### config.mk
export PLATFORM = sky130hd
export DESIGN_NAME = mem_port_arbiter_flat
export DESIGN_NICKNAME = d
export VERILOG_FILES = /design/src/rtl/mem_port_arbiter_if.sv /design/src/rtl/mem_port_arbiter.sv /design/src/flat_wrapper.sv
export SDC_FILE = /design/constraint.sdc
export NUM_CORES = 1
export LEC_CHECK = 0
export ABC_AREA = 1
export CORE_AREA = 2 2 114 116
export CTS_CLUSTER_DIAMETER = 60
export DETAILED_ROUTE_END_ITERATION = 8
export DIE_AREA = 0 0 116 118
export PLACE_DENSITY = 0.81
export SYNTH_ARGS = -nofsm -noshare
export SYNTH_HDL_FRONTEND = slang
export SYNTH_SLANG_ARGS = --single-unit
### constraint.sdc
create_clock -name clk -period 2.6 [get_ports clk]
set_input_delay 0.26 -clock clk [delete_from_list [all_inputs] [get_ports clk]]
set_output_delay 0.26 -clock clk [all_outputs]
set_load 0.02 [all_outputs]
### src/rtl/mem_port_arbiter_if.sv
// Bus bundle for the fetch/data memory-port arbiter.
// Carries the fetch requester, the data requester and the shared downstream
// memory port. The arbiter sits on the "master" side: it serves both
// requesters and masters the single downstream memory port. The "slave"
// side is the environment (core requesters plus memory controller).
interface mem_port_arbiter_if #(
  parameter int ADDR_W = 32,
  parameter int DATA_W = 32
);
  // Instruction-fetch requester
  logic              i_req;
  logic [ADDR_W-1:0] i_addr;
  logic              i_stall;
  logic [DATA_W-1:0] i_instr;

  // Data-access requester
  logic              d_en;
  logic              d_we;
  logic [ADDR_W-1:0] d_addr;
  logic [DATA_W-1:0] d_wd;
  logic              d_stall;
  logic [DATA_W-1:0] d_rd;

  // Shared downstream memory port
  logic              mem_en;
  logic              mem_we;
  logic [ADDR_W-1:0] mem_addr;
  logic [DATA_W-1:0] mem_wd;
  logic              mem_stall;
  logic [DATA_W-1:0] mem_rd;

  modport master (
    input  i_req, i_addr,
    output i_stall, i_instr,
    input  d_en, d_we, d_addr, d_wd,
    output d_stall, d_rd,
    output mem_en, mem_we, mem_addr, mem_wd,
    input  mem_stall, mem_rd
  );

  modport slave (
    output i_req, i_addr,
    input  i_stall, i_instr,
    output d_en, d_we, d_addr, d_wd,
    input  d_stall, d_rd,
    input  mem_en, mem_we, mem_addr, mem_wd,
    output mem_stall, mem_rd
  );
endinterface

### src/rtl/mem_port_arbiter.sv
// Round-robin arbiter sharing one single-ported memory between the
// instruction-fetch and data-access requesters (stall-style handshake).
// The grant is a registered FSM state; request fields pass through to the
// memory combinationally while granted. A grant is held until its
// transaction completes (mem_en=1 and mem_stall=0). The most recent winner
// is remembered in last_r so that a tie goes to the other requester.
// conflict_cnt counts edges where both requesters were asking, for
// performance debugging.
module mem_port_arbiter #(
  parameter int ADDR_W = 32,
  parameter int DATA_W = 32,
  parameter int CNT_W  = 32
) (
  input  logic                 clk,
  input  logic                 rstn,
  mem_port_arbiter_if.master   bus,
  output logic [CNT_W-1:0]     conflict_cnt
);

  typedef enum logic [1:0] {
    IDLE  = 2'b00,
    GNT_I = 2'b01,
    GNT_D = 2'b10
  } state_t;

  localparam logic LAST_I = 1'b0;
  localparam logic LAST_D = 1'b1;

  state_t            state_r;
  state_t            state_s;
  logic              last_r;
  logic              last_s;
  logic [CNT_W-1:0]  conflict_cnt_r;

  logic              mem_en_s;
  logic              we_raw_s;
  logic [ADDR_W-1:0] addr_raw_s;
  logic [DATA_W-1:0] wd_raw_s;
  logic              i_stall_s;
  logic              d_stall_s;
  logic              both_req_s;

  assign both_req_s = bus.i_req & bus.d_en;

  // Downstream port and requester stalls decoded from the current grant.
  always_comb begin
    mem_en_s   = 1'b0;
    we_raw_s   = 1'b0;
    addr_raw_s = {ADDR_W{1'b0}};
    wd_raw_s   = {DATA_W{1'b0}};
    i_stall_s  = bus.i_req;
    d_stall_s  = bus.d_en;
    case (state_r)
      IDLE: begin
        mem_en_s  = 1'b0;
        i_stall_s = bus.i_req;
        d_stall_s = bus.d_en;
      end
      GNT_I: begin
        // Fetches never write; the stall is qualified by the request so a
        // dropped request never sees a stall.
        mem_en_s   = bus.i_req;
        we_raw_s   = 1'b0;
        addr_raw_s = bus.i_addr;
        wd_raw_s   = {DATA_W{1'b0}};
        i_stall_s  = bus.i_req & bus.mem_stall;
        d_stall_s  = bus.d_en;
      end
      GNT_D: begin
        mem_en_s   = bus.d_en;
        we_raw_s   = bus.d_we;
        addr_raw_s = bus.d_addr;
        wd_raw_s   = bus.d_wd;
        d_stall_s  = bus.d_en & bus.mem_stall;
        i_stall_s  = bus.i_req;
      end
      default: begin
        mem_en_s  = 1'b0;
        i_stall_s = bus.i_req;
        d_stall_s = bus.d_en;
      end
    endcase
  end

  // Next grant and round-robin pointer.
  always_comb begin
    state_s = state_r;
    last_s  = last_r;
    case (state_r)
      IDLE: begin
        if (both_req_s) begin
          state_s = (last_r == LAST_D) ? GNT_I : GNT_D;
        end else if (bus.i_req) begin
          state_s = GNT_I;
        end else if (bus.d_en) begin
          state_s = GNT_D;
        end else begin
          state_s = IDLE;
        end
      end
      GNT_I: begin
        if (!bus.i_req) begin
          // Request withdrawn without completion: pointer untouched.
          state_s = bus.d_en ? GNT_D : IDLE;
        end else if (bus.mem_stall) begin
          state_s = GNT_I;
        end else begin
          // Completion: the other side goes next if waiting, otherwise the
          // grant is kept so a back-to-back fetch needs no idle bubble.
          last_s  = LAST_I;
          state_s = bus.d_en ? GNT_D : GNT_I;
        end
      end
      GNT_D: begin
        if (!bus.d_en) begin
          state_s = bus.i_req ? GNT_I : IDLE;
        end else if (bus.mem_stall) begin
          state_s = GNT_D;
        end else begin
          last_s  = LAST_D;
          state_s = bus.i_req ? GNT_I : GNT_D;
        end
      end
      default: begin
        state_s = IDLE;
        last_s  = last_r;
      end
    endcase
  end

  // Grant state and last-winner register; reset makes fetch win the first tie.
  always_ff @(posedge clk or negedge rstn) begin
    if (!rstn) begin
      state_r <= IDLE;
      last_r  <= LAST_D;
    end else begin
      state_r <= state_s;
      last_r  <= last_s;
    end
  end

  // Conflict counter: one count per edge with both requests high, wrapping.
  always_ff @(posedge clk or negedge rstn) begin
    if (!rstn) begin
      conflict_cnt_r <= {CNT_W{1'b0}};
    end else if (both_req_s) begin
      conflict_cnt_r <= conflict_cnt_r + {{(CNT_W-1){1'b0}}, 1'b1};
    end else begin
      conflict_cnt_r <= conflict_cnt_r;
    end
  end

  // Idle downstream fields are forced to zero so the controller sees a
  // clean bus whenever mem_en is low.
  assign bus.mem_en   = mem_en_s;
  assign bus.mem_we   = mem_en_s & we_raw_s;
  assign bus.mem_addr = mem_en_s ? addr_raw_s : {ADDR_W{1'b0}};
  assign bus.mem_wd   = mem_en_s ? wd_raw_s : {DATA_W{1'b0}};
  assign bus.i_stall  = i_stall_s;
  assign bus.d_stall  = d_stall_s;

  // Read data is shared; each requester qualifies it with its own stall.
  assign bus.i_instr  = bus.mem_rd;
  assign bus.d_rd     = bus.mem_rd;

  assign conflict_cnt = conflict_cnt_r;

endmodule

### src/flat_wrapper.sv
// flat-port wrapper written by rule: the top's interface ports become plain ports
module mem_port_arbiter_flat 
#(
  parameter int ADDR_W = 32,
  parameter int DATA_W = 32,
  parameter int CNT_W  = 32
)
  (clk, rstn, conflict_cnt, bus_i_req, bus_i_addr, bus_i_stall, bus_i_instr, bus_d_en, bus_d_we, bus_d_addr, bus_d_wd, bus_d_stall, bus_d_rd, bus_mem_en, bus_mem_we, bus_mem_addr, bus_mem_wd, bus_mem_stall, bus_mem_rd);
  mem_port_arbiter_if #(.ADDR_W(ADDR_W), .DATA_W(DATA_W)) bus_i ();
  input  logic clk;
  input  logic rstn;
  output logic [CNT_W-1:0] conflict_cnt;
  input wire logic [$bits(bus_i.i_req)-1:0] bus_i_req;
  input wire logic [$bits(bus_i.i_addr)-1:0] bus_i_addr;
  output wire logic [$bits(bus_i.i_stall)-1:0] bus_i_stall;
  output wire logic [$bits(bus_i.i_instr)-1:0] bus_i_instr;
  input wire logic [$bits(bus_i.d_en)-1:0] bus_d_en;
  input wire logic [$bits(bus_i.d_we)-1:0] bus_d_we;
  input wire logic [$bits(bus_i.d_addr)-1:0] bus_d_addr;
  input wire logic [$bits(bus_i.d_wd)-1:0] bus_d_wd;
  output wire logic [$bits(bus_i.d_stall)-1:0] bus_d_stall;
  output wire logic [$bits(bus_i.d_rd)-1:0] bus_d_rd;
  output wire logic [$bits(bus_i.mem_en)-1:0] bus_mem_en;
  output wire logic [$bits(bus_i.mem_we)-1:0] bus_mem_we;
  output wire logic [$bits(bus_i.mem_addr)-1:0] bus_mem_addr;
  output wire logic [$bits(bus_i.mem_wd)-1:0] bus_mem_wd;
  input wire logic [$bits(bus_i.mem_stall)-1:0] bus_mem_stall;
  input wire logic [$bits(bus_i.mem_rd)-1:0] bus_mem_rd;
  assign bus_i.i_req = bus_i_req;
  assign bus_i.i_addr = bus_i_addr;
  assign bus_i_stall = bus_i.i_stall;
  assign bus_i_instr = bus_i.i_instr;
  assign bus_i.d_en = bus_d_en;
  assign bus_i.d_we = bus_d_we;
  assign bus_i.d_addr = bus_d_addr;
  assign bus_i.d_wd = bus_d_wd;
  assign bus_d_stall = bus_i.d_stall;
  assign bus_d_rd = bus_i.d_rd;
  assign bus_mem_en = bus_i.mem_en;
  assign bus_mem_we = bus_i.mem_we;
  assign bus_mem_addr = bus_i.mem_addr;
  assign bus_mem_wd = bus_i.mem_wd;
  assign bus_i.mem_stall = bus_mem_stall;
  assign bus_i.mem_rd = bus_mem_rd;
  mem_port_arbiter #(.ADDR_W(ADDR_W), .DATA_W(DATA_W), .CNT_W(CNT_W)) u_core (.clk(clk), .rstn(rstn), .bus(bus_i), .conflict_cnt(conflict_cnt));
endmodule
==> Yosys cells after proc, flatten, opt, wreduce, memory -nomap -nowiden <==
Cells that the tools add are included.
{ "totals": {"reg_bits": 35, "inputBits": 134, "out_inout_bits": 164, "wordCells": 42} }
{ "classes": {"add_sub_neg": 1, "n_eq_ne": 6, "muxes": 25, "n_bitwise": 4, "n_reduce_logical": 3} }
{ "ops": {"columns": ["op", "count"], "rows": [
  ["$mux 32", 3],
  ["$pmux 32 s2", 1],
  ["$add 32x1->32 const B", 1],
  ["$mux 2", 10],
  ["$mux 1", 8],
  ["$ne 2x2->1 const B", 4],
  ["$pmux 2 s3", 1],
  ["$reduce_and 5->1", 1],
  ["$and 1x1->1", 4],
  ["$pmux 1 s2", 2],
  ["$eq 2x1->1 const B", 1],
  ["$eq 2x2->1 const B", 1],
  ["$logic_not 2->1", 1],
  ["$reduce_bool 2->1", 1]
]} }

==> Logic depth before layout (Yosys ltp) <==
{ "depth": {"word_depth": 4, "depth_mapped": 10, "ltp_nobuf": 9} }

==> Least setup slack after synthesis <==
OpenSTA, ideal clock, no wires.
{ "synth_path": {"path_type": "register to output", "start": "register u_core.state_r[1]", "end": "output bus_mem_addr[10]", "t_arrival_ns": 1.622, "required_ns": 2.340, "setup_slack_ns": 0.718, "path_stages_with_launch": 10, "path_buffers": 3, "path_cell_list": "dfrtp_1 inv_1 ha_1 buf_2 nand2_1 nand2_1 nand2_1 buf_2 buf_1 a21oi_1"} }
{ "synth_via": {"elab_chain_len": 3} }
{ "synth_lines": {"columns": ["item", "line", "source"], "rows": [
  ["from (decl)", "mem_port_arbiter.sv:29", "state_t state_r;"],
  ["from (signal assigned)", "mem_port_arbiter.sv:137", "state_r <= state_s;"],
  ["$eq 2x2->1 / $eq 2x1->1 (equally long branches)", "mem_port_arbiter.sv:53", "case (state_r)"],
  ["$pmux 32 s2 / $pmux 1 s2 (equally long branches)", "mem_port_arbiter.sv:53", null],
  ["$mux 32 *", "mem_port_arbiter.sv:157", "assign bus.mem_addr = mem_en_s ? addr_raw_s : {ADDR_W{1'b0}};"],
  ["to (decl)", "flat_wrapper.sv:25", "output wire logic [$bits(bus_i.mem_addr)-1:0] bus_mem_addr;"]
]} }
Mark *: on every way between the ends. The rest lies on a longest branch, timed or not.

==> Final worst setup path <==
{ "layout_path": {"start": "register u_core.state_r[0]", "end": "output bus_mem_wd[10]"} }
{ "layout_via": {"elab_chain_len": 3} }
{ "layout_lines": {"columns": ["item", "line", "source"], "rows": [
  ["$eq 2x2->1 / $eq 2x1->1 (equally long branches)", "mem_port_arbiter.sv:53", null],
  ["$pmux 1 s2 / $mux 32 (equally long branches)", "mem_port_arbiter.sv:53", null],
  ["$mux 32 *", "mem_port_arbiter.sv:158", "assign bus.mem_wd = mem_en_s ? wd_raw_s : {DATA_W{1'b0}};"],
  ["to (decl)", "flat_wrapper.sv:26", "output wire logic [$bits(bus_i.mem_wd)-1:0] bus_mem_wd;"]
]} }
Marked as above.

==> flow_summary_export.csv <==
group,metric,value,unit
status,outcome,"finished clean",
global_routing,grt_pass1_wl,20100,microns
worst_setup_path,cp_slowest_cell,"clkdlybuf4s50_1",
clock_network,cts_htree_levels,2,
synth,ys_types,32,
routing,ant_nets,0,
final_layout,nNetsFinal,786,
sta,max_freq,405,MHz
worst_setup_path,cp_num_buf_inv,3,
sta,grt_setup_unrepaired,"false",
worst_setup_path,worstSetupStartpointType,"flip-flop",
global_routing,grt_pass1_vias,3595,
final_layout,design_area,0.00536,sq mm
synth,syn_nets,652,
final_layout,final_util,0.432,
placed_design,routabilityCongestion,0.907,
synth,syn-instance-count,511,
die,dieWidth,116,microns
die,io_pins,298,
power,ir_worst_vdd,381,uV
worst_setup_path,r2r_slack,0.92,ns
clock_network,cts-buffers-inserted,5,
final_layout,synthToLayoutAreaGrowth,62.1,%
worst_setup_path,crit_path_start,"u_core.state_r[0]",
clock_network,worstSkewPairLatency,0.28,ns
clock_network,cts_tree,"built",
global_routing,track_usage,0.192,
routing,via_per_inst,4.52,
worst_setup_path,endpoint_kind,"primary output",
final_layout,drive_above_1_share,0.0697,
final_layout,fill_cells,1273,
worst_setup_path,cp_slowest_stage_delay,0.64,ns
power,leakage,2.88,nW
synth,yosysWarnings,0,
sta,slew_violations,0,
worst_setup_path,critPathTopFamily,"buffers and inverters",
synth,postSynthAreaPerCell,6.47,sq um
routing,routed_wl,14200,microns
global_routing,antenna_found_initial,4,
worst_setup_path,crit_type,"flip-flop to primary output",
hold_path,hold_class,"input port to asynchronous set/reset pin",
sta,relSlewSlack,0.703,
synth,syn_area,0.00331,sq mm
power,power_density,524,mW/mm^2
clock_network,cts_buffer_depth,2,
clock_network,clock_sinks,35,
worst_setup_path,path_cells,"inv_1 -> ha_2 -> buf_12 -> nand2_1 -> nor2_1 -> clkdlybuf4s50_1",
routing,drt-wirelength-per-cell,17.3,microns
clock_network,clock-root-buffer,"clkbuf_16",
flow_run,drv_cap,0,
die,start_util,0.266,
placed_design,port_buffers,201,
sta,tightest_slew,0.446,ns
sta,timing.hold.ws,0.389,ns
worst_setup_path,crit_required,2.34,ns
global_routing,grt_max_degree,61,
sta,fin_crit_sh,0.949,
worst_setup_path,critical_path_peak_fanout,30,
worst_setup_path,arrival,2.21,ns
die,rows,41,
clock_network,ctsHoldBuffers,0,
sta,min_period,2.47,ns
die,core,0.0124,sq mm
clock_network,postCtsSetupBuffers,0,
final_layout,final-seq-area,877,sq um
sta,setup_tns,0,ns
routing,drtIter0Drc,174,
routing,first_pass_iters,4,
synth,ys_seq_area_frac,0.265,
worst_setup_path,timing.rr.start,"u_core.conflict_cnt[0]",
sta,skew,0.0100,ns
synth,synth_seq_cells,35,
routing,drc_errors,0,
final_layout,multi_input_area,0.00170,sq mm
clock_network,clk_pin_slew,0.05,ns
placed_design,dpl-instance-area,0.00509,sq mm
die,die_y,118,microns
global_routing,grt_overflow,0,
die,dieArea,0.0137,sq mm
sta,finalSetupViolations,0,
routing,vias,3709,
sta,hold_viol_final,0,
placed_design,dp_hpwl,11300,microns
-- layout make-up --
| cell class | instances | share of cell area |
|---|---|---|
| Multi-Input combinational cell | 349 | 0.318 |
| Clock inverter | 3 | 0.00817 |
| Timing Repair Buffer | 210 | 0.415 |
| Tap cell | 172 | 0.0402 |
| Inverter | 44 | 0.0311 |
| Clock buffer | 5 | 0.0233 |
| Antenna cell | 3 | 0.00140 |
| Sequential cell | 35 | 0.164 |
-- cells in the final DEF (no fill, tap or decap), types with 2 or more instances in the layout --
cell type	Yosys	final
nand2_1	169	168
clkdlybuf4s50_1	0	143
nor2_1	55	55
inv_1	42	42
dlymetal6s2s_1	0	34
dfrtp_1	34	34
a21oi_1	33	33
nand3_1	27	27
dlygate4sd2_1	0	17
xor2_1	11	11
xnor2_1	10	10
buf_4	64	8
nand4_1	7	7
o21ai_0	6	6
ha_1	7	6
clkbuf_16	0	6
buf_12	0	6
nor3_1	5	5
nor2_2	4	4
diode_2	0	3
nand2_2	2	3
nand3_2	2	2
clkinv_2	1	2
nor2_4	2	2
nor3_2	2	2
-- cell usage after synthesis, drive strengths merged --
cell type,count,share of area
a21oi,33,0.050
a31oi,1,0.0019
and2,1,0.0019
buf,73,0.16
clkbuf,10,0.011
clkinv,1,0.0015
dfrtp,34,0.26
dfstp,1,0.0079
ha,7,0.026
inv,43,0.049
nand2,172,0.20
nand3,30,0.052
nand3b,1,0.0023
nand4,7,0.013
nor2,62,0.083
nor3,7,0.014
o21ai,6,0.0091
xnor2,11,0.031
xor2,11,0.029
-- sequential cells by signal, indices dropped and copies added (netlist names) --
register             cells
u_core.conflict_cnt     32
u_core.state_r           2
u_core.last_r            1
-- metal layers --
metal / track usage / vias up / wire length (microns)
li1: - / 1784 / -
met1: 0.217 / 1693 / 5520
met2: 0.316 / 207 / 6420
met3: 0.103 / 21 / 2010
met4: 0.0439 / 4 / 229
met5: 0 / - / 23
-- what timing repair did --
| item | 4_1_cts | 5_1_grt |
|---|---|---|
| resized for setup | 17 | 35 |
| endpoints found under the hold margin | 0 | 0 |
| gates cloned | 0 | 1 |
| endpoints found under the setup margin | 17 | 36 |
-- report_power, final --
| group | leakage [nW] | total, mW | internal, mW | switching, mW |
|---|---|---|---|---|
| sequential | 0.440 | 0.699 | 0.620 | 0.0789 |
| combinational | 2.35 | 1.42 | 0.596 | 0.827 |
| clock | 0.0838 | 0.686 | 0.452 | 0.234 |
-- cell families after synthesis --
group | Yosys count | share of synthesized area
DFF | 35 | 0.265
and+or+nand+nor | 280 | 0.365
AOI/OAI and AO/OA | 40 | 0.0609
xor gates and xnor gates | 22 | 0.0605
adders and majority gates | 7 | 0.0265
buffers and inverters | 127 | 0.222
-- metrics by stage --
step | instances | total power [mW] | worst slack, ns
global route | 818 | 2.98 | 0.00397
finish | 821 | 2.81 | 0.131
floorplan | 511 | 1.58 | 0.718
CTS | 817 | 2.79 | 0.00180
detailed placement | 809 | 2.11 | 0.274
global placement | 809 | 2.11 | 0.290
-- worst paths after layout --
| kind | to | cells past startpoint |
|---|---|---|
| worst min register to register | u_core.conflict_cnt[5] | 1 |
| worst min-delay path | u_core.conflict_cnt[28] | 2 |
| max in group asynchronous | u_core.last_r | 2 |
| worst max register to register | u_core.conflict_cnt[22] | 7 |
| worst max-delay path | bus_mem_wd[10] | 6 |
| min in group clk | bus_d_rd[15] | 0 |
Power figures use the tool's default switching activity.
